--- src/rtl/flash_sched.sv ---
// flash_sched: grants one of two requesters the flasher, drives the flick
// line through start and an optional single kickback, guards each run with a
// watchdog and counts completed runs.
module flash_sched #(
  parameter logic [7:0] TMO   = 8'd200,
  parameter int         CNT_W = 8
) (
  input  logic             clk,
  input  logic             rst_n,
  input  logic [1:0]       req,
  input  logic [1:0]       req_kick,
  input  logic [2:0]       fl_state,
  input  logic             err_clr,
  output logic [1:0]       gnt,
  output logic             flick,
  output logic             busy,
  output logic [1:0]       done,
  output logic             err,
  output logic [CNT_W-1:0] run_cnt
);

  typedef enum logic [1:0] {IDLE, START, RUN, CMPL} state_t;

  localparam logic [2:0] FL_INIT    = 3'b000;
  localparam logic [2:0] FL_ST_0_15 = 3'b001;
  localparam logic [2:0] FL_ST_15_5 = 3'b010;
  // Last watchdog value before expiry: TMO cycles spent in START/RUN.
  localparam logic [7:0] WD_LAST    = TMO - 8'd1;

  state_t           state, state_next;
  logic [1:0]       gnt_next, done_next;
  logic             owner, owner_next;
  logic             last, last_next;        // requester granted most recently
  logic             kick_pend, kick_next;
  logic             seen_55, seen_next;     // flasher has visited ST_15_5 this run
  logic [7:0]       wd, wd_next;
  logic             err_next;
  logic [CNT_W-1:0] cnt_next;
  logic             win;

  // Round-robin winner: a lone requester wins, a tie goes to the one not granted last.
  always_comb begin
    win = req[1];
    if (req == 2'b11) win = ~last;
  end

  // Next-state and registered-output logic for the run sequence and watchdog.
  always_comb begin
    state_next = state;
    gnt_next   = 2'b00;
    done_next  = 2'b00;
    owner_next = owner;
    last_next  = last;
    kick_next  = kick_pend;
    seen_next  = seen_55;
    wd_next    = wd;
    err_next   = err & ~err_clr;
    cnt_next   = run_cnt;
    case (state)
      IDLE: begin
        if (req != 2'b00) begin
          gnt_next   = win ? 2'b10 : 2'b01;
          owner_next = win;
          last_next  = win;
          kick_next  = req_kick[win];
          seen_next  = 1'b0;
          wd_next    = 8'd0;
          state_next = START;
        end
      end
      START, RUN: begin
        if (wd == WD_LAST) begin
          // Watchdog expiry overrides any flasher progress this cycle.
          err_next   = 1'b1;
          kick_next  = 1'b0;
          wd_next    = 8'd0;
          state_next = IDLE;
        end else begin
          wd_next = wd + 8'd1;
          if (state == START) begin
            if (fl_state == FL_ST_0_15) state_next = RUN;
          end else begin
            if (fl_state == FL_ST_15_5) seen_next = 1'b1;
            if (fl_state == FL_ST_0_15 && seen_55) kick_next = 1'b0;
            if (fl_state == FL_INIT) begin
              state_next = CMPL;
              done_next  = owner ? 2'b10 : 2'b01;
              if (run_cnt != '1) cnt_next = run_cnt + CNT_W'(1);
            end
          end
        end
      end
      CMPL: begin
        state_next = IDLE;
      end
      default: state_next = IDLE;
    endcase
  end

  // State and flag registers with asynchronous active-low reset.
  always_ff @(posedge clk or negedge rst_n) begin
    if (!rst_n) begin
      state     <= IDLE;
      gnt       <= 2'b00;
      done      <= 2'b00;
      owner     <= 1'b0;
      last      <= 1'b1;
      kick_pend <= 1'b0;
      seen_55   <= 1'b0;
      wd        <= 8'd0;
      err       <= 1'b0;
      run_cnt   <= '0;
    end else begin
      state     <= state_next;
      gnt       <= gnt_next;
      done      <= done_next;
      owner     <= owner_next;
      last      <= last_next;
      kick_pend <= kick_next;
      seen_55   <= seen_next;
      wd        <= wd_next;
      err       <= err_next;
      run_cnt   <= cnt_next;
    end
  end

  // Flick drives the flasher in START and during the pending kickback window only.
  always_comb begin
    flick = (state == START) ||
            (state == RUN && kick_pend && fl_state == FL_ST_15_5);
    busy  = (state != IDLE);
  end

endmodule

--- config.mk ---
export PLATFORM = sky130hd
export DESIGN_NAME = flash_sched
export DESIGN_NICKNAME = d
export VERILOG_FILES = /design/src/rtl/flash_sched.sv
export SDC_FILE = /design/constraint.sdc
export NUM_CORES = 1
export LEC_CHECK = 0
export ABC_AREA = 1
export CELL_PAD_IN_SITES_DETAIL_PLACEMENT = 1
export CELL_PAD_IN_SITES_GLOBAL_PLACEMENT = 1
export CORE_ASPECT_RATIO = 0.6
export CORE_MARGIN = 8
export CORE_UTILIZATION = 44
export CTS_BUF_LIST = sky130_fd_sc_hd__clkbuf_4
export CTS_CLUSTER_DIAMETER = 60
export DETAILED_ROUTE_END_ITERATION = 12
export PLACE_DENSITY = 0.85
export SYNTH_ARGS = -nofsm -noshare
export SYNTH_HDL_FRONTEND = slang
export SYNTH_SLANG_ARGS = --single-unit
--- constraint.sdc ---
create_clock -name clk -period 3.2 [get_ports clk]
set_clock_uncertainty 0.15 [all_clocks]
set_input_delay 0.96 -clock clk [delete_from_list [all_inputs] [get_ports clk]]
set_output_delay 0.96 -clock clk [all_outputs]
set_load 0.02 [all_outputs]
==> impl_metrics.xml <==
<?xml version="1.0" encoding="UTF-8"?>
<metrics>
  <group name="status">
    <metric name="run_status" unit="">complete, no violations</metric>
  </group>
  <group name="critical_path">
    <metric name="timing.critical_path.fanout_max" unit="">2</metric>
    <metric name="worstSetupPathType" unit="">in2out</metric>
    <metric name="critical_path.startpoint_type" unit="">input pin</metric>
    <metric name="cp_data_arrival_time" unit="ps">1920</metric>
    <metric name="cp_data_required_time" unit="ps">2090</metric>
    <metric name="timing.critical_path.to_type" unit="">output port</metric>
  </group>
  <group name="placed_design">
    <metric name="numPortBuffers" unit="">24</metric>
    <metric name="gp_routability_congestion" unit="">0.8945</metric>
    <metric name="hpwl" unit="um">3133</metric>
  </group>
  <group name="final_layout">
    <metric name="mostFrequentLayoutCells" unit="">sky130_fd_sc_hd__nand2_1, sky130_fd_sc_hd__dfrtp_1, sky130_fd_sc_hd__clkdlybuf4s50_1</metric>
    <metric name="antenna_cells" unit="">0</metric>
    <metric name="utilization" unit="">0.5685</metric>
    <metric name="layout_commonest_cell" unit="">sky130_fd_sc_hd__nand2_1</metric>
    <metric name="num-fill-cells" unit="">419</metric>
    <metric name="fin_nets" unit="">240</metric>
    <metric name="layout-drive-gt1-share" unit="">0.1171</metric>
    <metric name="syn2layout_area_growth" unit="%">21.68</metric>
  </group>
  <group name="route">
    <metric name="post-route-drc-count" unit="">0</metric>
    <metric name="drt-total-wl" unit="um">3908</metric>
    <metric name="post_drt_wl_per_cell" unit="um">14.64</metric>
    <metric name="antenna_violating_nets_post_route" unit="">0</metric>
    <metric name="firstDrtPassIters" unit="">4</metric>
    <metric name="drt-initial-drc-count" unit="">64</metric>
    <metric name="routed-via-count" unit="">1348</metric>
    <metric name="detail_route.vias_per_cell" unit="">5.049</metric>
  </group>
  <group name="yosys">
    <metric name="yosys.area.top_type_share" unit="">0.4190</metric>
    <metric name="postSynthAreaPerCell" unit="um2">8.130</metric>
    <metric name="synth.cell_area" unit="um2">1553</metric>
    <metric name="netlist_cell_types" unit="">25</metric>
    <metric name="yosysTopAreaCell" unit="">sky130_fd_sc_hd__dfrtp_1</metric>
    <metric name="seq_area_frac_synth" unit="">0.4359</metric>
    <metric name="synth.top_cells.by_area" unit="">sky130_fd_sc_hd__dfrtp_1, sky130_fd_sc_hd__nand2_1, sky130_fd_sc_hd__nand3_1</metric>
    <metric name="yosys_warnings" unit="">0</metric>
    <metric name="synthCells" unit="">191</metric>
    <metric name="yosys_register_bits" unit="">27</metric>
    <metric name="mappedNetlistNets" unit="">208</metric>
  </group>
  <group name="clocking">
    <metric name="cts_h_tree_lvls" unit="">1</metric>
    <metric name="cts_tree" unit="">done</metric>
    <metric name="cts_inserted_buffers" unit="">3</metric>
    <metric name="clock_insertion_delay_worst_skew" unit="ps">330</metric>
    <metric name="clock_path_buffers" unit="">2</metric>
    <metric name="clk_pin_slew" unit="ps">150</metric>
    <metric name="cts_root_buf" unit="">sky130_fd_sc_hd__clkbuf_4</metric>
    <metric name="post_cts.repair.setup_buffers" unit="">0</metric>
    <metric name="cts.sinks" unit="">27</metric>
  </group>
  <group name="sta">
    <metric name="grt_setup_unrepaired" unit="">no</metric>
    <metric name="slew_headroom" unit="">0.6410</metric>
    <metric name="setup_tns" unit="ps">0</metric>
    <metric name="count_of_endpoints_failing_hold_in_the_final_timing_report" unit="">0</metric>
    <metric name="layout_worst_path_cycle_share" unit="">0.9455</metric>
    <metric name="final_report_max_slew_violation_count" unit="">0</metric>
    <metric name="final.hold.worst_slack" unit="ps">328.6</metric>
    <metric name="finalWorstPathRequiredPeriod" unit="ps">3026</metric>
    <metric name="tightestPinTransition" unit="ps">538.4</metric>
    <metric name="maxClockFrequency" unit="MHz">330.5</metric>
    <metric name="finalSetupViolations" unit="">0</metric>
  </group>
  <group name="floorplan">
    <metric name="design.die.area" unit="um2">5748</metric>
    <metric name="floorplan.core_area" unit="um2">3323</metric>
    <metric name="die_w" unit="um">92.69</metric>
    <metric name="floorplan.initialDensity" unit="">0.4672</metric>
    <metric name="io_pins" unit="">25</metric>
    <metric name="floorplan.rows" unit="">16</metric>
    <metric name="fp.dieH" unit="um">62.02</metric>
  </group>
  <group name="pwr">
    <metric name="leakage_dissipation" unit="nW">0.9733</metric>
    <metric name="total_power" unit="mW">1.435</metric>
    <metric name="power.density" unit="nW/um2">759.5</metric>
    <metric name="vdd_drop_max" unit="mV">0.4112</metric>
  </group>
  <group name="grt">
    <metric name="global_route.overflow_total" unit="">0</metric>
    <metric name="grt_first_pass_wirelength" unit="um">7038</metric>
    <metric name="grt_max_degree" unit="">28</metric>
    <metric name="first_global_vias" unit="">1441</metric>
    <metric name="grt_usage" unit="">0.1543</metric>
    <metric name="grt_antenna_before_repair" unit="">0</metric>
  </group>
  <group name="flow_run">
    <metric name="max-cap-violations" unit="">0</metric>
  </group>
  <group name="hold_path">
    <metric name="hold_path.class" unit="">reg2reg</metric>
  </group>
</metrics>
area by class of cell:
cell class              instances  area, um2  share of cell area
clock buffers                   4      30.03             0.01589
inverters                      24      90.09             0.04768
multi-input cells             138      763.2              0.4040
flip-flops and latches         27      676.9              0.3583
well taps                      45      56.30             0.02980
repair buffers                 29      272.8              0.1444
state kept, by name, indices dropped and copies added, names as in the netlist:
name,count
done,2
owner,1
last,1
state,2
gnt,2
seen_55,1
wd,8
run_cnt,8
kick_pend,1
err,1
through the flow:
stage                     worst slack [ps]  instance area [um2]  cells
after floorplan                      487.4                 1553    191
after global placement              -286.9                 1864    263
after detailed placement            -359.2                 1864    263
after CTS                            56.45                 1896    267
after global routing                 78.65                 1889    267
final                                174.3                 1889    267
cells by family (layout without fill, tap and decap cells):
kind of cell / Yosys count / after routing / synth area share
and+or+nand+nor: 105 / 105 / 0.3304
DFF: 27 / 27 / 0.4359
buffers and inverters: 26 / 57 / 0.07252
AOI/OAI and AO/OA: 19 / 19 / 0.06527
adders and majority gates: 7 / 7 / 0.05640
xor gates and xnor gates: 7 / 7 / 0.03949
layer usage:
metal / global-route usage / wire, um
met5: 0 / 0
met4: 0.03409 / 30
met3: 0.04436 / 195
met2: 0.2500 / 1760
met1: 0.2018 / 1921
power by group:
part	leakage [nW]	internal [mW]	switching, mW	total [mW]
logic	0.596	0.268	0.510	0.778
registers	0.359	0.427	0.0704	0.497
clock network	0.0184	0.0574	0.103	0.160
total	0.973	0.752	0.683	1.43
synth_stat cells:
library cell	count
sky130_fd_sc_hd__nor3_1	2
sky130_fd_sc_hd__nand3_4	2
sky130_fd_sc_hd__xnor2_1	3
sky130_fd_sc_hd__nor3_2	1
sky130_fd_sc_hd__o21ai_1	2
sky130_fd_sc_hd__o21ai_2	1
sky130_fd_sc_hd__nand4_2	1
sky130_fd_sc_hd__nand2_2	1
sky130_fd_sc_hd__buf_6	2
sky130_fd_sc_hd__inv_1	21
sky130_fd_sc_hd__inv_2	3
sky130_fd_sc_hd__nor2_8	1
sky130_fd_sc_hd__o21bai_1	1
sky130_fd_sc_hd__xor2_1	4
sky130_fd_sc_hd__dfrtp_1	26
sky130_fd_sc_hd__dfstp_2	1
sky130_fd_sc_hd__nand2_1	55
sky130_fd_sc_hd__nor2_1	15
sky130_fd_sc_hd__nand3b_1	2
sky130_fd_sc_hd__nand3_1	20
sky130_fd_sc_hd__nand2_4	2
sky130_fd_sc_hd__nor2_2	3
sky130_fd_sc_hd__a21oi_1	8
sky130_fd_sc_hd__o21ai_0	7
sky130_fd_sc_hd__ha_1	7
what timing repair did:
item / 4_1_cts / 5_1_grt
endpoints found under the setup margin: 1 / 1
gates resized for setup: 5 / 1
hold buffers: 0 / 0
final timing paths:
kind                              from       to  slack (ps)  cells after the start
min reg2reg                      owner  done[0]         330                      1
min                              owner  done[0]         330                      1
max reg2reg                   state[0]    wd[7]         760                      9
min in group asynchronous        rst_n  seen_55         840                      2
max                        fl_state[2]    flick         170                      4
max in group asynchronous        rst_n     last        1760                      2
worst max-delay path, stage by stage:
cell and delay [ps]:
sky130_fd_sc_hd__clkdlybuf4s50_1 420, sky130_fd_sc_hd__nand3b_1 190, sky130_fd_sc_hd__o21ai_1 160, sky130_fd_sc_hd__buf_2 190
(Power assumes the default switching activity.)
